===== config.mk =====
export PLATFORM = sky130hd
export DESIGN_NAME = cory_merge2
export DESIGN_NICKNAME = d
export VERILOG_FILES = /design/src/rtl/cory_merge2_pkg.sv /design/src/rtl/cory_merge2_buf.sv /design/src/rtl/cory_merge2.sv
export SDC_FILE = /design/constraint.sdc
export NUM_CORES = 1
export LEC_CHECK = 0
export ABC_AREA = 1
export CAP_MARGIN = 5
export CORE_MARGIN = 4
export CORE_UTILIZATION = 30
export DETAILED_ROUTE_END_ITERATION = 16
export PLACE_DENSITY = 0.6
export SLEW_MARGIN = 40
export SYNTH_ARGS = -nofsm -noshare
export SYNTH_HDL_FRONTEND = slang
export SYNTH_HIERARCHICAL = 1
export SYNTH_SLANG_ARGS = --single-unit

===== constraint.sdc =====
create_clock -name clk -period 6.8 [get_ports clk]
set_clock_uncertainty 0.2 [all_clocks]
set_input_delay 0.68 -clock clk [delete_from_list [all_inputs] [get_ports clk]]
set_output_delay 0.68 -clock clk [all_outputs]
set_load 0.05 [all_outputs]

===== src/rtl/cory_merge2_pkg.sv =====
// Shared definitions for the two-input stream merge: arbitration policy codes
// and the width of a buffered {source, data} entry.
package cory_merge2_pkg;

   localparam int CORY_MERGE_RR    = 0;
   localparam int CORY_MERGE_FIXED = 1;

   function automatic int cory_merge_ent_w(input int n);
      return n + 1;
   endfunction

endpackage


===== src/rtl/cory_merge2_buf.sv =====
// Two-entry output FIFO for the merge; space comes from the registered count
// only, so upstream readies never see the downstream ready.
module cory_merge2_buf #(
   parameter int W = 9
) (
   input  logic         clk,
   input  logic         reset,
   input  logic         push,
   input  logic [W-1:0] push_d,
   output logic         space,
   output logic         out_v,
   output logic [W-1:0] out_d,
   input  logic         out_r
);

   logic [W-1:0] mem [2];
   logic [1:0]   count;
   logic         wp;
   logic         rp;
   logic         wr;
   logic         pop;

   assign space = (count != 2'd2);
   assign out_v = (count != 2'd0);
   assign out_d = mem[rp];
   assign wr    = push && space;
   assign pop   = out_v && out_r;

   always_ff @(posedge clk or posedge reset) begin
      if (reset) begin
         mem[0] <= '0;
         mem[1] <= '0;
         count  <= 2'd0;
         wp     <= 1'b0;
         rp     <= 1'b0;
      end else begin
         if (wr) begin
            mem[wp] <= push_d;
            wp      <= ~wp;
         end
         if (pop) rp <= ~rp;
         case ({wr, pop})
            2'b10:   count <= count + 2'd1;
            2'b01:   count <= count - 2'd1;
            default: count <= count;
         endcase
      end
   end

endmodule


===== src/rtl/cory_merge2.sv =====
// Two-to-one valid/ready stream merge; each output beat carries the index of
// the input it came from so a downstream demux can route responses back.
module cory_merge2
   import cory_merge2_pkg::*;
#(
   parameter int N    = 8,
   parameter int PRIO = CORY_MERGE_RR
) (
   input  logic         clk,
   input  logic         reset,
   input  logic         i_a0_v,
   input  logic [N-1:0] i_a0_d,
   output logic         o_a0_r,
   input  logic         i_a1_v,
   input  logic [N-1:0] i_a1_d,
   output logic         o_a1_r,
   output logic         o_z_v,
   output logic [N-1:0] o_z_d,
   output logic         o_z_s,
   input  logic         i_z_r
);

   localparam int EW = cory_merge_ent_w(N);

   logic          space;
   logic          last;
   logic          g0;
   logic          g1;
   logic [EW-1:0] push_d;
   logic [EW-1:0] out_d;

   // Input 0 wins a contest under fixed priority, or when input 1 went last.
   always_comb begin
      g0 = 1'b0;
      g1 = 1'b0;
      if (!reset && space) begin
         if (i_a0_v && (!i_a1_v || PRIO == CORY_MERGE_FIXED || last))
            g0 = 1'b1;
         else if (i_a1_v)
            g1 = 1'b1;
      end
   end

   always_ff @(posedge clk or posedge reset) begin
      if (reset)   last <= 1'b1;
      else if (g0) last <= 1'b0;
      else if (g1) last <= 1'b1;
   end

   assign o_a0_r = g0;
   assign o_a1_r = g1;
   assign push_d = {g1, (g1 ? i_a1_d : i_a0_d)};

   cory_merge2_buf #(.W(EW)) u_buf (
      .clk    (clk),
      .reset  (reset),
      .push   (g0 | g1),
      .push_d (push_d),
      .space  (space),
      .out_v  (o_z_v),
      .out_d  (out_d),
      .out_r  (i_z_r)
   );

   assign o_z_s = out_d[EW-1];
   assign o_z_d = out_d[N-1:0];

endmodule


==> impl_metrics.json, run 1 <==
{
  "leakagePower_nw": 0.903,
  "hold_path.class": "flip-flop to flip-flop",
  "cts_num_sinks": 23,
  "worstPathMaxFanout": 9,
  "max_slew_margin_pct": 44.8,
  "fin_crit_sh_pct": 50.8,
  "p_int_mw": 0.393,
  "path_buf_inv": 4,
  "setup_violations": 0,
  "drive_above_1_share_pct": 7.25,
  "critPathKind": "input port to output pin",
  "dpl_cell_area_sq_um": 1660,
  "grt_overflow": 0,
  "whs_path_depth": 2,
  "wl_met3_microns": 211,
  "wl_per_cell_microns": 12.8,
  "p_sw_share_pct": 51.3,
  "grt_pass1_wl_mm": 5.60,
  "vias": 1213,
  "critPathLaunchType": "input port",
  "rsz0062_at_grt": "false",
  "p_per_area_nw_per_um2": 472,
  "min_to": "u_buf/mem[15]$_DFFE_PP0P_",
  "clock-root-buffer": "clkbuf_8",
  "cts_tree": "done",
  "hold_viol": 0,
  "die_y_microns": 75.1,
  "r2r-end": "u_buf/count[1]$_DFFE_PP0P_",
  "cts.path.max_buffers": 2,
  "htreeDepth": 1,
  "power.switching_mw": 0.413,
  "critical_path.top_delay_family": "buffers and inverters",
  "slowest_stage": "clkdlybuf4s50_1",
  "grt_max_degree": 23,
  "dp_hpwl_mm": 2.37,
  "ant_nets": 0,
  "drt_wl_total_mm": 3.32,
  "die-area_sq_um": 5630,
  "floorplan.initialDensity_pct": 31.0,
  "dp_slack_ps": 3340,
  "first_pass_iters": 4,
  "mostFrequentLayoutCells": "nand2_1 (94), clkdlybuf4s50_1 (32), dfrtp_1 (22)",
  "viasPerCell": 4.68,
  "row_count": 24,
  "numCtsBuffers": 3,
  "fin_ws_ps": 3350,
  "pwr-share-comb_pct": 57.6,
  "synthesis.area_sq_um": 1350,
  "clk_latency_ps": 260,
  "synth.avg_cell_area_sq_um": 7.58,
  "cp.arrival_ps": 2570,
  "path_common_cell": "clkdlybuf4s50_1",
  "synth_nets": 200,
  "max_freq_mhz": 290,
  "crit_chain": "clkdlybuf4s50_1 > inv_2 > a21oi_4 > nand2_4 > inv_1 > clkdlybuf4s50_1",
  "path_clk_slew_ps": 80,
  "fin_nets": 230,
  "cts_setup_buffers": 0,
  "run_status": "finished clean",
  "num_io_pins": 33,
  "final_common_cell": "nand2_1",
  "coreArea_sq_um": 4350,
  "slew_viol_final": 0,
  "antenna_cells": 0,
  "port_buffers": 32,
  "hp-start": "u_buf/mem[15]$_DFFE_PP0P_",
  "vdd_ir_drop_max_v": 0.000164,
  "first_global_vias": 1186,
  "drc_errors": 0,
  "yosys_warnings": 6,
  "synth-seq-cells": 23,
  "dr_wl_met2_mm": 1.55,
  "grt_antenna_before_repair": 0,
  "gp_congestion": 0.775,
  "cts_hold_repair.buffers": 0,
  "areaGrowthSynthToFinish_pct": 26.6,
  "slowest_delay_ps": 820,
  "tightestPinTransition_ps": 827,
  "syn_inst": 178,
  "met1_length_mm": 1.54,
  "maxCapViolations": 0,
  "pwr-share-clk_pct": 10.3,
  "cts_resized": 0,
  "r2r_start": "u_buf/count[0]$_DFFE_PP0P_",
  "drt_first_iter_violations": 91,
  "r2r_slack_ps": 3970,
  "worstPathRequired_ps": 5920,
  "power_frac_seq_pct": 32.0,
  "finalInstanceArea_sq_um": 1710,
  "tns_ps": 0,
  "yosysSeqAreaShare_pct": 42.8,
  "cp-end-kind": "output pin",
  "rr_worst_depth": 12,
  "period_minus_slack_ps": 3450,
  "top_layer": "met4",
  "grt_usage_pct": 12.9,
  "die_x_microns": 75.1,
  "ys_types": 20
}
area by class of cell:
cell class / count / area (sq um)
tap: 52 / 65.1
fill: 468 / 2650
inverter: 15 / 56.3
clock buffer: 4 / 45.0
timing repair buffer: 32 / 320
multi-input combinational: 133 / 644
sequential: 23 / 577
synth_stat cells:
library cell  count  share of area (%)
a21oi_4           1                1.2
nand2_1          94                 26
dfstp_2           1                1.9
nand3_1          11                4.1
ha_1              1               0.93
clkbuf_4          1               0.56
clkinv_1          1               0.28
nand2_4           3                2.5
inv_1            11                3.1
buf_4             1               0.56
buf_2             2               0.74
nor2_4            1               0.83
dfrtp_1          22                 41
buf_12            1                1.5
buf_6             1               0.83
inv_2             3               0.83
buf_8             1                1.1
nand3_4           2                2.6
xnor2_1           1               0.65
nand4_1          19                8.8
metal layers:
| metal | vias to the layer above | track usage (%) |
|---|---|---|
| met1 | 552 | 18.3 |
| met4 | 0 | 2.37 |
| met2 | 29 | 20.8 |
| met3 | 2 | 2.00 |
| li1 | 630 | - |
| met5 | - | 0 |
sequential cells by signal (all words and copies together), names as in the netlist:
name         count
u_buf/mem       18
u_buf/rp         1
u_buf/count      2
u_buf/wp         1
last             1
power groups by stage:
stage | sequential (mW) | combinational, mW | clock, mW
after floorplan | 0.235 | 0.384 | 0
after global placement | 0.259 | 0.466 | 0
after detailed placement | 0.262 | 0.471 | 0
after CTS | 0.259 | 0.472 | 0.0863
after global routing | 0.267 | 0.513 | 0.0931
final | 0.258 | 0.465 | 0.0831
cell families (layout without fill, tap and decap cells):
group	count (synthesis)	after routing	synth area share, %
AO/OA/AOI/OAI	1	1	1.21
XOR/XNOR	1	1	0.649
adder cells (fa/ha/maj)	1	1	0.927
buffers and inverters	22	51	9.46
flip-flops	23	23	42.8
AND/OR/NAND/NOR	130	130	45.0
tightest hold or removal path: cells and delay by family, from the launching register on:
family        cells  cell delay (ps)
flops             1              340
simple gates      2              110
worst max-delay path by stage:
stage                                     startpoint      to  cells after the start
after CTS                                     i_a1_v  o_a1_r                      6
final                                         i_a1_v  o_a1_r                      6
after global placement                        i_a1_v  o_a1_r                      6
after detailed placement                      i_a1_v  o_a1_r                      6
after floorplan           u_buf/count[0]$_DFFE_PP0P_  o_a0_r                      8
after global routing                          i_a1_v  o_a1_r                      6
stage by stage:
step / power (mW) / utilization (%) / instances / hold WS [ps]
floorplan: 0.619 / - / 178 / 242
global placement: 0.725 / 38.2 / 255 / 255
detailed placement: 0.732 / 38.2 / 255 / 259
CTS: 0.817 / 39.2 / 259 / 280
global route: 0.873 / 39.2 / 259 / 290
finish: 0.806 / 39.2 / 259 / 276
Note: power is estimated with default switching activity, not from simulation.
==> run 2: changes to the inputs <==
==> constraint.sdc (replaced) <==
create_clock -name clk -period 3.5 [get_ports clk]
set_clock_uncertainty 0.2 [all_clocks]
set_input_delay 0.35 -clock clk [delete_from_list [all_inputs] [get_ports clk]]
set_output_delay 0.35 -clock clk [all_outputs]
set_load 0.05 [all_outputs]
==> impl_metrics.json, run 2 (same netlist as run 1, synthesis figures left out) <==
{
  "finalInstanceArea_sq_um": 1720,
  "cts_num_sinks": 23,
  "cts_tree": "done",
  "power.switching_mw": 0.800,
  "path_buf_inv": 4,
  "regMostFlops": "u_buf/mem",
  "crit_chain": "inv_2 > nand2_4 > inv_1 > nor2_4 > nand2_4 > inv_1 > clkdlybuf4s50_1",
  "dpl_cell_area_sq_um": 1670,
  "tns_ps": 0,
  "hold_viol": 0,
  "fin_ws_ps": 567,
  "floorplan.initialDensity_pct": 31.0,
  "first_global_vias": 1146,
  "worstPathRequired_ps": 2950,
  "vdd_ir_drop_max_v": 0.000321,
  "vias": 1225,
  "fin_crit_sh_pct": 83.8,
  "numCtsBuffers": 3,
  "grt_max_degree": 23,
  "antenna_cells": 0,
  "worstPathMaxFanout": 22,
  "die-area_sq_um": 5630,
  "grt_pass1_wl_mm": 5.49,
  "row_count": 24,
  "p_per_area_nw_per_um2": 913,
  "ant_nets": 0,
  "num_io_pins": 33,
  "max_slew_margin_pct": 66.9,
  "htreeDepth": 1,
  "cts.path.max_buffers": 2,
  "period_minus_slack_ps": 2930,
  "setup_violations": 0,
  "hold_path.class": "flip-flop to flip-flop",
  "critPathLaunchType": "flip-flop",
  "power_frac_seq_pct": 32.0,
  "first_pass_iters": 4,
  "maxCapViolations": 0,
  "p_int_mw": 0.767,
  "dp_slack_ps": 707,
  "cts_resized": 0,
  "fin_nets": 231,
  "final_util_pct": 39.4,
  "drt_first_iter_violations": 120,
  "max_freq_mhz": 341,
  "slowest_stage": "clkdlybuf4s50_1",
  "leakagePower_nw": 0.908,
  "drc_errors": 0,
  "wl_per_cell_microns": 12.5,
  "mostFrequentLayoutCells": "nand2_1 (94), clkdlybuf4s50_1 (32), dfrtp_1 (22)",
  "reg_top3": "u_buf/mem: 18 flops, u_buf/count: 2 flops",
  "grt_antenna_before_repair": 0,
  "pwr-share-clk_pct": 10.3,
  "die_x_microns": 75.1,
  "critical_path.top_delay_family": "buffers and inverters",
  "slew_viol_final": 0,
  "slowest_delay_ps": 810,
  "pwr-share-comb_pct": 57.8,
  "run_status": "finished clean",
  "areaGrowthSynthToFinish_pct": 27.2,
  "path_clk_slew_ps": 80,
  "cp-end-kind": "output pin",
  "cts_hold_repair.buffers": 0,
  "p_sw_share_pct": 51.0,
  "power_mw": 1.57,
  "coreArea_sq_um": 4350,
  "critPathKind": "flip-flop to output pin",
  "gp_congestion": 0.790,
  "largest_register_ffs": 18,
  "r2r_slack_ps": 1180,
  "viasPerCell": 4.71,
  "final_common_cell": "nand2_1",
  "grt_overflow": 0,
  "port_buffers": 32,
  "clk_latency_ps": 260,
  "die_y_microns": 75.1,
  "clock-root-buffer": "clkbuf_8",
  "cts_setup_buffers": 0,
  "drt_wl_total_mm": 3.26,
  "grt_usage_pct": 12.7,
  "tightestPinTransition_ps": 495,
  "drive_above_1_share_pct": 7.69,
  "dp_hpwl_mm": 2.37,
  "cp.arrival_ps": 2380,
  "rsz0062_at_grt": "false"
}
-- run 2: cell types whose count changed in the layout (fill, tap and decap cells not counted), sizes merged --
cell | before | now
buf | 0 | 1
-- run 2: final cells by class --
| type | count | area (sq um) |
|---|---|---|
| inverter | 15 | 56.3 |
| fill | 452 | 2640 |
| tap | 52 | 65.1 |
| sequential | 23 | 577 |
| multi-input combinational | 133 | 644 |
| timing repair buffer | 33 | 328 |
| clock buffer | 4 | 45.0 |
-- run 2: path summary, 6_finish.rpt --
kind | startpoint | endpoint | cells after the start
max in group asynchronous | reset | u_buf/mem[6]$_DFFE_PP0P_ | 2
worst min register to register | u_buf/mem[10]$_DFFE_PP0P_ | u_buf/mem[10]$_DFFE_PP0P_ | 2
worst min-delay path | u_buf/mem[10]$_DFFE_PP0P_ | u_buf/mem[10]$_DFFE_PP0P_ | 2
min in group asynchronous | reset | last$_DFFE_PP1P_ | 2
worst max-delay path | u_buf/count[0]$_DFFE_PP0P_ | o_a1_r | 7
worst max register to register | u_buf/count[0]$_DFFE_PP0P_ | u_buf/count[1]$_DFFE_PP0P_ | 12
-- run 2: power by group through the flow --
stage,logic [mW],clock network (mW),registers [mW]
global route,1.00,0.180,0.518
floorplan,0.746,0,0.457
CTS,0.916,0.171,0.499
global placement,0.907,0,0.500
detailed placement,0.914,0,0.504
finish,0.905,0.161,0.501
-- run 2: routing by layer --
layer	routed length, microns	up-vias	GRT usage [%]
met5	0	-	0
met4	17	0	2.96
met3	259	2	2.40
met2	1480	32	20.1
met1	1490	558	17.9
li1	-	633	-
-- run 2: worst reg2reg max path, delay by kind of cell (launching register included) --
| kind | cells | cell delay (ps) |
|---|---|---|
| flops | 1 | 400 |
| fa+ha+maj | 1 | 310 |
| buf+inv | 3 | 270 |
| simple gates | 8 | 1040 |
-- run 2: through the flow --
stage	instances	hold WS (ps)
finish	260	271
global route	260	295
CTS	260	279
detailed placement	256	258
global placement	256	255
floorplan	178	39.7
